[src/rtl/approx_err_pkg.sv]
// Shared widths and FSM state type for the approximate-multiplier error accumulator.
package approx_err_pkg;

    localparam int W_DEF     = 16;
    localparam int CNT_W_DEF = 16;
    localparam int SAE_W_DEF = W_DEF + CNT_W_DEF;
    localparam int SSE_W_DEF = 2 * W_DEF + CNT_W_DEF;

    typedef enum logic [1:0] {
        ST_IDLE  = 2'd0,
        ST_RUN   = 2'd1,
        ST_DRAIN = 2'd2,
        ST_DONE  = 2'd3
    } state_t;

endpackage

[src/rtl/err_stats_acc.sv]
// Stage-2 datapath: squares the registered absolute error and folds it into the frame statistics.
module err_stats_acc
    import approx_err_pkg::*;
#(
    parameter int W     = W_DEF,
    parameter int CNT_W = CNT_W_DEF,
    parameter int SAE_W = W + CNT_W,
    parameter int SSE_W = 2 * W + CNT_W
) (
    input  logic             clk,
    input  logic             rst_n,
    input  logic             i_clr,
    input  logic             i_en,
    input  logic [W-1:0]     i_d,
    input  logic             i_ne,
    output logic [CNT_W-1:0] o_err_count,
    output logic [SAE_W-1:0] o_sae,
    output logic [SSE_W-1:0] o_sse,
    output logic [W-1:0]     o_max_ae
);

    logic [2*W-1:0]   w_sq;
    logic [CNT_W-1:0] r_err_count;
    logic [SAE_W-1:0] r_sae;
    logic [SSE_W-1:0] r_sse;
    logic [W-1:0]     r_max_ae;

    // Full-width operands so the square never truncates.
    assign w_sq = {{W{1'b0}}, i_d} * {{W{1'b0}}, i_d};

    always_ff @(posedge clk or negedge rst_n) begin
        if (!rst_n) begin
            r_err_count <= '0;
            r_sae       <= '0;
            r_sse       <= '0;
            r_max_ae    <= '0;
        end else if (i_clr) begin
            r_err_count <= '0;
            r_sae       <= '0;
            r_sse       <= '0;
            r_max_ae    <= '0;
        end else if (i_en) begin
            r_err_count <= r_err_count + CNT_W'(i_ne);
            r_sae       <= r_sae + SAE_W'(i_d);
            r_sse       <= r_sse + SSE_W'(w_sq);
            if (i_d > r_max_ae) begin
                r_max_ae <= i_d;
            end
        end
    end

    assign o_err_count = r_err_count;
    assign o_sae       = r_sae;
    assign o_sse       = r_sse;
    assign o_max_ae    = r_max_ae;

endmodule

[src/rtl/approx_err_accum.sv]
// Frame-based error statistics for approximate products: FSM, sample counter, stage-1 |diff| and handshakes.
// Both ports follow valid/ready: a transfer happens on the rising edge where valid and ready are both high;
// ready/valid outputs are pure functions of registered state and never look at the partner's signal.
module approx_err_accum
    import approx_err_pkg::*;
#(
    parameter int W     = W_DEF,
    parameter int CNT_W = CNT_W_DEF,
    parameter int SAE_W = W + CNT_W,
    parameter int SSE_W = 2 * W + CNT_W
) (
    input  logic             clk,
    input  logic             rst_n,
    input  logic             start,
    input  logic [CNT_W-1:0] n_samples,
    output logic             busy,
    input  logic             in_valid,
    output logic             in_ready,
    input  logic [W-1:0]     approx,
    input  logic [W-1:0]     exact,
    output logic             res_valid,
    input  logic             res_ready,
    output logic [CNT_W-1:0] err_count,
    output logic [SAE_W-1:0] sae,
    output logic [SSE_W-1:0] sse,
    output logic [W-1:0]     max_ae,
    output logic [1:0]       dbg_state
);

    localparam logic [CNT_W-1:0] CNT_ONE = CNT_W'(1);

    state_t           r_state;
    logic [CNT_W-1:0] r_n;
    logic [CNT_W-1:0] r_cnt;
    logic             r_s1_valid;
    logic             r_s1_ne;
    logic [W-1:0]     r_s1_d;

    logic             w_accept;
    logic             w_start_ok;
    logic             w_last;
    logic [W-1:0]     w_d;

    assign in_ready   = (r_state == ST_RUN) && (r_cnt < r_n);
    assign w_accept   = in_valid && in_ready;
    assign w_start_ok = (r_state == ST_IDLE) && start;
    assign w_last     = w_accept && (r_cnt == r_n - CNT_ONE);
    assign w_d        = (approx > exact) ? (approx - exact) : (exact - approx);

    always_ff @(posedge clk or negedge rst_n) begin
        if (!rst_n) begin
            r_state <= ST_IDLE;
            r_n     <= '0;
            r_cnt   <= '0;
        end else begin
            case (r_state)
                ST_IDLE: begin
                    if (start) begin
                        r_n     <= n_samples;
                        r_cnt   <= '0;
                        r_state <= (n_samples == '0) ? ST_DONE : ST_RUN;
                    end
                end
                ST_RUN: begin
                    if (w_accept) begin
                        r_cnt <= r_cnt + CNT_ONE;
                        if (w_last) begin
                            r_state <= ST_DRAIN;
                        end
                    end
                end
                ST_DRAIN: r_state <= ST_DONE;
                ST_DONE: begin
                    if (res_ready) begin
                        r_state <= ST_IDLE;
                    end
                end
                default: r_state <= ST_IDLE;
            endcase
        end
    end

    // Stage 1: capture |exact - approx| and the mismatch flag for each accepted sample.
    always_ff @(posedge clk or negedge rst_n) begin
        if (!rst_n) begin
            r_s1_valid <= 1'b0;
            r_s1_ne    <= 1'b0;
            r_s1_d     <= '0;
        end else if (w_start_ok) begin
            r_s1_valid <= 1'b0;
            r_s1_ne    <= 1'b0;
            r_s1_d     <= '0;
        end else begin
            r_s1_valid <= w_accept;
            if (w_accept) begin
                r_s1_d  <= w_d;
                r_s1_ne <= (approx != exact);
            end
        end
    end

    err_stats_acc #(
        .W     (W),
        .CNT_W (CNT_W),
        .SAE_W (SAE_W),
        .SSE_W (SSE_W)
    ) u_acc (
        .clk         (clk),
        .rst_n       (rst_n),
        .i_clr       (w_start_ok),
        .i_en        (r_s1_valid),
        .i_d         (r_s1_d),
        .i_ne        (r_s1_ne),
        .o_err_count (err_count),
        .o_sae       (sae),
        .o_sse       (sse),
        .o_max_ae    (max_ae)
    );

    assign busy      = (r_state == ST_RUN) || (r_state == ST_DRAIN);
    assign res_valid = (r_state == ST_DONE);
    assign dbg_state = r_state;

endmodule

[config.mk]
export PLATFORM = sky130hd
export DESIGN_NAME = approx_err_accum
export DESIGN_NICKNAME = d
export VERILOG_FILES = /design/src/rtl/approx_err_pkg.sv /design/src/rtl/err_stats_acc.sv /design/src/rtl/approx_err_accum.sv
export SDC_FILE = /design/constraint.sdc
export NUM_CORES = 1
export LEC_CHECK = 0
export BUFFER_PORTS_ARGS = -buffer_cell sky130_fd_sc_hd__buf_2
export CORE_ASPECT_RATIO = 2
export CORE_MARGIN = 10
export CORE_UTILIZATION = 65
export CTS_CLUSTER_SIZE = 20
export DETAILED_ROUTE_END_ITERATION = 16
export HOLD_SLACK_MARGIN = 0.05
export PLACE_DENSITY = 0.9
export SYNTH_ARGS = -nofsm -noshare
export SYNTH_HDL_FRONTEND = slang
export SYNTH_HIERARCHICAL = 1
export SYNTH_SLANG_ARGS = --single-unit
[constraint.sdc]
create_clock -name clk -period 19.9 [get_ports clk]
set_clock_uncertainty 0.15 [all_clocks]
set_input_delay 1.99 -clock clk [delete_from_list [all_inputs] [get_ports clk]]
set_output_delay 1.99 -clock clk [all_outputs]
set_load 0.05 [all_outputs]
==> results.txt, run 1 <==
outcome -> finished clean
max-slew violation count -> 0
row count -> 89
CTS HTree Levels -> 4
Avg WL per Cell -> 21.3 µm
post-CTS sizing -> 0
EDFF count, synth -> 0
ys async rst share -> 100%
Max Cap Violations -> 0
dpl hpwl -> 47,000 µm
synthesized net count -> 2,695
Final Hold Viols -> 0
largest net degree at the start of global routing -> 86
area growth from synthesis to layout -> 8.73%
initial antenna violation count -> 0
Chip Width -> 143 µm
DRC -> 0
Final min period -> 7450 ps
Multi-input gate area -> 13,500 µm²
final net count -> 2,818
Yosys cell types -> 84
flops & latches, synth -> 164
postcts setup bufs -> 0
boundary pin count -> 170
main area contributors after synthesis -> dfrtp_1 (21%), fa_1 (20%), ha_1 (13%), inv_1 (8.5%), nand2_1 (3.4%)
post-synthesis sequential area ratio -> 21.0%
class of the worst hold path -> flop to flop
share of layout cells above drive strength 1 -> 10.3%
Via density -> 6.14
# hold bufs at CTS -> 0
relative slew slack -> 13.0%
WP data required -> 20,090 ps
Worst-Margin Slew -> 1300 ps
TritonCTS Buffers -> 17
drt first pass iters -> 5
first-pass GRT wire length -> 93,100 µm
crit end category -> flop
Crit Path Class -> flop to flop
PortBufs -> 169
Hold WS -> 396 ps
GRT Overall Usage -> 31.5%
clock sinks -> 164
cell area after synthesis -> 19,500 µm²
Crit Path Max Fanout -> 18
routed wire length -> 58,500 µm
Synth Area per Inst -> 8.68 µm²
Placer Congestion -> 0.979
core area -> 29,600 µm²
Syn Inst Count -> 2,248
GRT overflow -> 0
initial core utilization -> 65.9%
Die Area -> 37,800 µm²
CTS root buffer -> clkbuf_16
Storage cell area -> 4110 µm²
Worst-path clk slew -> 90 ps
setup_tns -> 0 ps
top cells by count, synth -> inv_1 (442), ha_1 (199), fa_1 (195)
vias in the first global route -> 18,400
CTS Buffer Depth -> 2
Most used DFF post-synth -> dfrtp_1
Ys Warns -> 6
fill cell count -> 2,234
Die Y -> 265 µm
area share of the largest cell type after synthesis -> 21.0%
CP arrival -> 7640 ps
startpoint class of the critical path -> flop
via count -> 16,900
final setup violation count -> 0
antenna viol nets, final -> 0
count leader, synth -> inv_1
antenna cells -> 0
CTS tree -> done
period utilization -> 37.5%
Clk Latency, worst-skew pair -> 460 ps
drt initial violations -> 1,047
area leader, netlist -> dfrtp_1
Fmax -> 134 MHz
RSZ-0062 raised after global routing -> false
## layout make-up
cell class                      instances  share of cell area (%)
Multi-Input combinational cell       1566                    63.4
Sequential cell                       164                    19.4
Inverter                              442                    7.83
Timing Repair Buffer                  180                    4.40
Tap cell                              364                    2.15
Clock buffer                           17                    2.00
Clock inverter                         15                   0.843
## cells in the final DEF, fill, tap and decap left out, drive strengths merged, types with 7 or more instances in the layout
master | Yosys | layout
a211oi | 13 | 13
a21o | 38 | 38
a21oi | 123 | 123
a31oi | 19 | 19
and2 | 40 | 40
and3 | 18 | 18
buf | 19 | 180
clkbuf | 57 | 17
clkinv | 0 | 8
dfrtp | 164 | 164
fa | 195 | 195
ha | 199 | 199
inv | 442 | 449
mux2 | 9 | 9
mux2i | 65 | 65
nand2 | 179 | 179
nand2b | 21 | 21
nand3 | 46 | 46
nand3b | 7 | 7
nand4 | 33 | 33
nor2 | 161 | 161
nor2b | 22 | 22
nor3 | 29 | 29
nor4 | 9 | 9
o211ai | 16 | 16
o21ai | 106 | 106
o21bai | 7 | 7
o31ai | 11 | 11
or3 | 13 | 13
xnor2 | 62 | 62
xor2 | 42 | 42
## final timing paths
| path | to | startpoint | slack, ps | depth (start not counted) |
|---|---|---|---|---|
| min in group asynchronous | u_acc/o_err_count[9] | rst_n | 1280 | 1 |
| worst max register to register | u_acc/o_sse[39] | r_s1_d[3] | 12450 | 21 |
| worst min-delay path | u_acc/o_sse[28] | u_acc/o_sse[28] | 400 | 1 |
| worst min register to register | u_acc/o_sse[28] | u_acc/o_sse[28] | 400 | 1 |
| max in group asynchronous | r_s1_valid | rst_n | 16300 | 3 |
| worst max-delay path | u_acc/o_sse[39] | r_s1_d[3] | 12450 | 21 |
## cell families (layout without fill, tap and decap cells)
family	count (synthesis)	in the layout	synth area share, %
compound gates	390	390	12.7
xor+xnor	104	104	4.67
fa+ha+maj	394	394	32.8
buf+inv	518	654	10.1
flops	164	164	21.0
mux	74	74	3.85
simple gates	604	604	14.9
## worst max-delay path, cell delays in order, from the launching register on
cell and delay [ps]:
dfrtp_1 780, inv_1 280, nor2_1 290, ha_1 310, xor2_1 410, fa_1 500, fa_1 520, inv_1 50
fa_1 460, fa_1 550, inv_1 50, fa_1 520, inv_1 40, ha_1 400, a21oi_1 250, a21oi_1 150
a211oi_2 360, a211oi_2 170, o211ai_1 450, nand2_1 190, nand3_1 130, mux2_1 320
## metrics by stage
| stage | worst slack [ps] | std cells | instance area [µm²] | utilization (%) |
|---|---|---|---|---|
| finish | 12450 | 2748 | 21200 | 71.6 |
| detailed placement | 12650 | 2716 | 20600 | 69.6 |
| CTS | 12640 | 2748 | 21200 | 71.6 |
| global placement | 12770 | 2716 | 20600 | 69.6 |
| global route | 12100 | 2748 | 21200 | 71.6 |
| floorplan | 13400 | 2248 | 19500 | - |
## per-layer routing
| layer | GRT usage, % | vias up | share of wire, % |
|---|---|---|---|
| li1 | - | 7560 | - |
| met1 | 28.4 | 8294 | 31 |
| met2 | 59.2 | 731 | 55 |
| met3 | 4.28 | 293 | 4.5 |
| met4 | 27.0 | 0 | 9.2 |
| met5 | 0 | - | 0 |
## registers in the layout (all words and copies together) (netlist names)
name	flops
dbg_state	2
r_cnt	16
r_n	16
r_s1_d	16
r_s1_ne	1
r_s1_valid	1
u_acc/o_err_count	16
u_acc/o_max_ae	16
u_acc/o_sae	32
u_acc/o_sse	48
Power of run 1 is not shown: default switching activity piles up to over one toggle a cycle in this logic, so the estimate is an artifact.
==> run 2, diff against run 1 <==
--- a/config.mk
+++ b/config.mk
@@ -8,11 +8,11 @@
 export BUFFER_PORTS_ARGS = -buffer_cell sky130_fd_sc_hd__buf_2
 export CORE_ASPECT_RATIO = 2
 export CORE_MARGIN = 10
-export CORE_UTILIZATION = 65
+export CORE_UTILIZATION = 62
 export CTS_CLUSTER_SIZE = 20
 export DETAILED_ROUTE_END_ITERATION = 16
 export HOLD_SLACK_MARGIN = 0.05
-export PLACE_DENSITY = 0.9
+export PLACE_DENSITY = 0.86
 export SYNTH_ARGS = -nofsm -noshare
 export SYNTH_HDL_FRONTEND = slang
 export SYNTH_HIERARCHICAL = 1
==> constraint.sdc (replaced) <==
create_clock -name clk -period 7 [get_ports clk]
set_clock_uncertainty 0.15 [all_clocks]
set_input_delay 0.7 -clock clk [delete_from_list [all_inputs] [get_ports clk]]
set_output_delay 0.7 -clock clk [all_outputs]
set_load 0.05 [all_outputs]
==> run 2 against run 1 <==
  * Wire length grew 0.94%
  * Die area rose by 4.3%
  * Register-to-register slack worse by 12000 ps
  * Clock-buffer cell count unchanged
  * Maximum frequency grew 11%
==> results.txt, run 2 (synthesis results as in run 1) <==
outcome -> finished clean
Worst-path clk slew -> 80 ps (about the same)
M1 wire length -> 18,600 µm (+1.4%)
dpl hpwl -> 46,900 µm (about the same)
largest net degree at the start of global routing -> 98 (+14%)
drt initial violations -> 1,235 (+18%)
PortBufs -> 169 (unchanged)
startpoint class of the critical path -> flop
antenna viol nets, final -> 0 (unchanged)
Fmax -> 149 MHz (+11%)
RSZ-0062 raised after global routing -> false
Chip Width -> 145 µm (+2.1%)
cell family with the largest share of critical-path delay -> adder cells
Crit Path Class -> flop to flop
DR WL met3 -> 2780 µm (+6.1%)
CTS Buffer Depth -> 2 (unchanged)
GRT Overall Usage -> 30.3% (-1.2 points)
Worst-Margin Slew -> 1170 ps (-127 ps)
Placer Congestion -> 0.943 (-3.7%)
routed wire length -> 59,100 µm (+0.94%)
crit end category -> flop
row count -> 91 (+2.2%)
Final Hold Viols -> 0 (unchanged)
CTS HTree Levels -> 4 (unchanged)
most frequent cells in the layout -> inv_1 (441), ha_1 (198), fa_1 (195), nand2_1 (178), buf_2 (168)
Reg2Reg Depth -> 20 (-4.8%)
share of layout cells above drive strength 1 -> 11.8% (+1.5 points)
GRT overflow -> 0 (unchanged)
setup_tns -> 0 ps (unchanged)
Final min period -> 6730 ps (-725 ps)
final instance area -> 21,600 µm² (+1.6%)
routed length on met2 -> 32,500 µm (+1.2%)
Die Y -> 271 µm (+2.2%)
CP arrival -> 6920 ps (-720 ps)
Via density -> 5.95 (-3.1%)
final std cells w/o fill -> 2,830 (+3.0%)
final worst slack -> 270 ps (-12,180 ps)
core area -> 31,000 µm² (+4.6%)
vias in the first global route -> 18,500 (+0.68%)
TritonCTS Buffers -> 17 (unchanged)
Crit Path Max Fanout -> 10 (-8)
boundary pin count -> 170 (unchanged)
drt first pass iters -> 6 (+1)
CTS tree -> done
class of the worst hold path -> primary input to async pin
CP endpoint -> u_acc/o_sse[40]
Clk Latency, worst-skew pair -> 470 ps (about the same)
fill cell count -> 2,474 (+11%)
worst reg2reg path endpoint -> u_acc/o_sse[40]
Place WS -> 174 ps (-12,480 ps)
Avg WL per Cell -> 20.9 µm (-2.0%)
CTS root buffer -> clkbuf_16
Die Area -> 39,400 µm² (+4.3%)
DP Cell Count -> 2,797 (+3.0%)
Max Cap Violations -> 0 (unchanged)
crit path buf inv count -> 5 (+1)
relative slew slack -> 22.1% (+9.0 points)
Crit path top cell by count -> fa_1
reg-to-reg startpoint -> r_s1_d[13]
Worst setup startpoint -> r_s1_d[13]
peak per-stage delay on the critical path -> 680 ps (-100 ps)
most common cell after layout, fill and taps aside -> inv_1
Worst R2R Setup Slack -> 270 ps (-12,180 ps)
final net count -> 2,846 (+0.99%)
max-slew violation count -> 0 (unchanged)
crit path max-delay cell type -> fa_1
antenna cells -> 0 (unchanged)
via count -> 16,800 (-0.24%)
area growth from synthesis to layout -> 10.5%
placed inst area -> 20,900 µm² (+1.3%)
initial antenna violation count -> 0 (unchanged)
Max Used Layer -> met4
first-pass GRT wire length -> 95,000 µm (+2.0%)
final setup violation count -> 0 (unchanged)
initial core utilization -> 63.0% (-2.9 points)
WP data required -> 7190 ps (-12,900 ps)
DRC -> 0 (unchanged)
crit-path cells -> buf_4, buf_4, nand2_1, fa_1, fa_1, inv_1, fa_1, fa_1, fa_1, inv_1, fa_1, inv_1, ha_1, and3_1, nand2_1, or3_1, a211o_4, a31oi_4, nand4_1, mux2_1
Critical Path Stages -> 20 (-4.8%)
period utilization -> 96.1% (+59 points)
clock sinks -> 164 (unchanged)
Largest register FFs -> 48 (unchanged)
-- run 2: cell count changes in the layout (fill, tap and decap cells not counted), moves of 3 or more --
| cell | delta |
|---|---|
| buf_4 | +28 |
| bufinv_16 | +3 |
| clkinv_8 | -3 |
| dfrtp_2 | +7 |
| dfrtp_1 | -7 |
| clkinv_4 | -3 |
| inv_6 | +3 |
-- run 2: through the flow --
step,util [%],hold slack [ps]
2_1_floorplan,-,254
3_3_place_gp,67.4,370
3_5_place_dp,67.4,379
4_1_cts,69.5,231
5_1_grt,69.6,273
6_report,69.6,204
-- run 2: worst min-delay path by stage --
| stage | startpoint | endpoint | slack [ps] | cells after the start |
|---|---|---|---|---|
| after floorplan | rst_n | dbg_state[0] | 250 | 0 |
| after global placement | u_acc/o_err_count[15] | u_acc/o_err_count[15] | 370 | 2 |
| after detailed placement | u_acc/o_sae[12] | u_acc/o_sae[12] | 380 | 1 |
| after CTS | rst_n | u_acc/o_err_count[8] | 230 | 1 |
| after global routing | rst_n | u_acc/o_err_count[8] | 270 | 1 |
| final | rst_n | u_acc/o_err_count[8] | 200 | 1 |
-- run 2: routing by layer --
layer | track usage [%] | vias up
met4 | 23.9 | 0
met5 | 0 | -
li1 | - | 7614
met1 | 27.2 | 8299
met2 | 58.0 | 656
met3 | 4.71 | 269
-- run 2: layout make-up --
type / count / area [µm²] / share of cell area, %
multi-input cells: 1566 / 13500 / 62.5
flip-flops and latches: 164 / 4120 / 19.1
inverters: 442 / 1660 / 7.71
repair buffers: 208 / 1140 / 5.31
well taps: 418 / 523 / 2.43
clock buffers: 17 / 425 / 1.97
clock inverters: 15 / 211 / 0.981
-- run 2: timing repair --
action | in CTS | in global routing
buffers inserted | 0 | 1
hold buffers | 0 | 0
gates resized for setup | 0 | 11
endpoints found under the setup margin | 0 | 14
Power of run 2 is left out for the same reason.
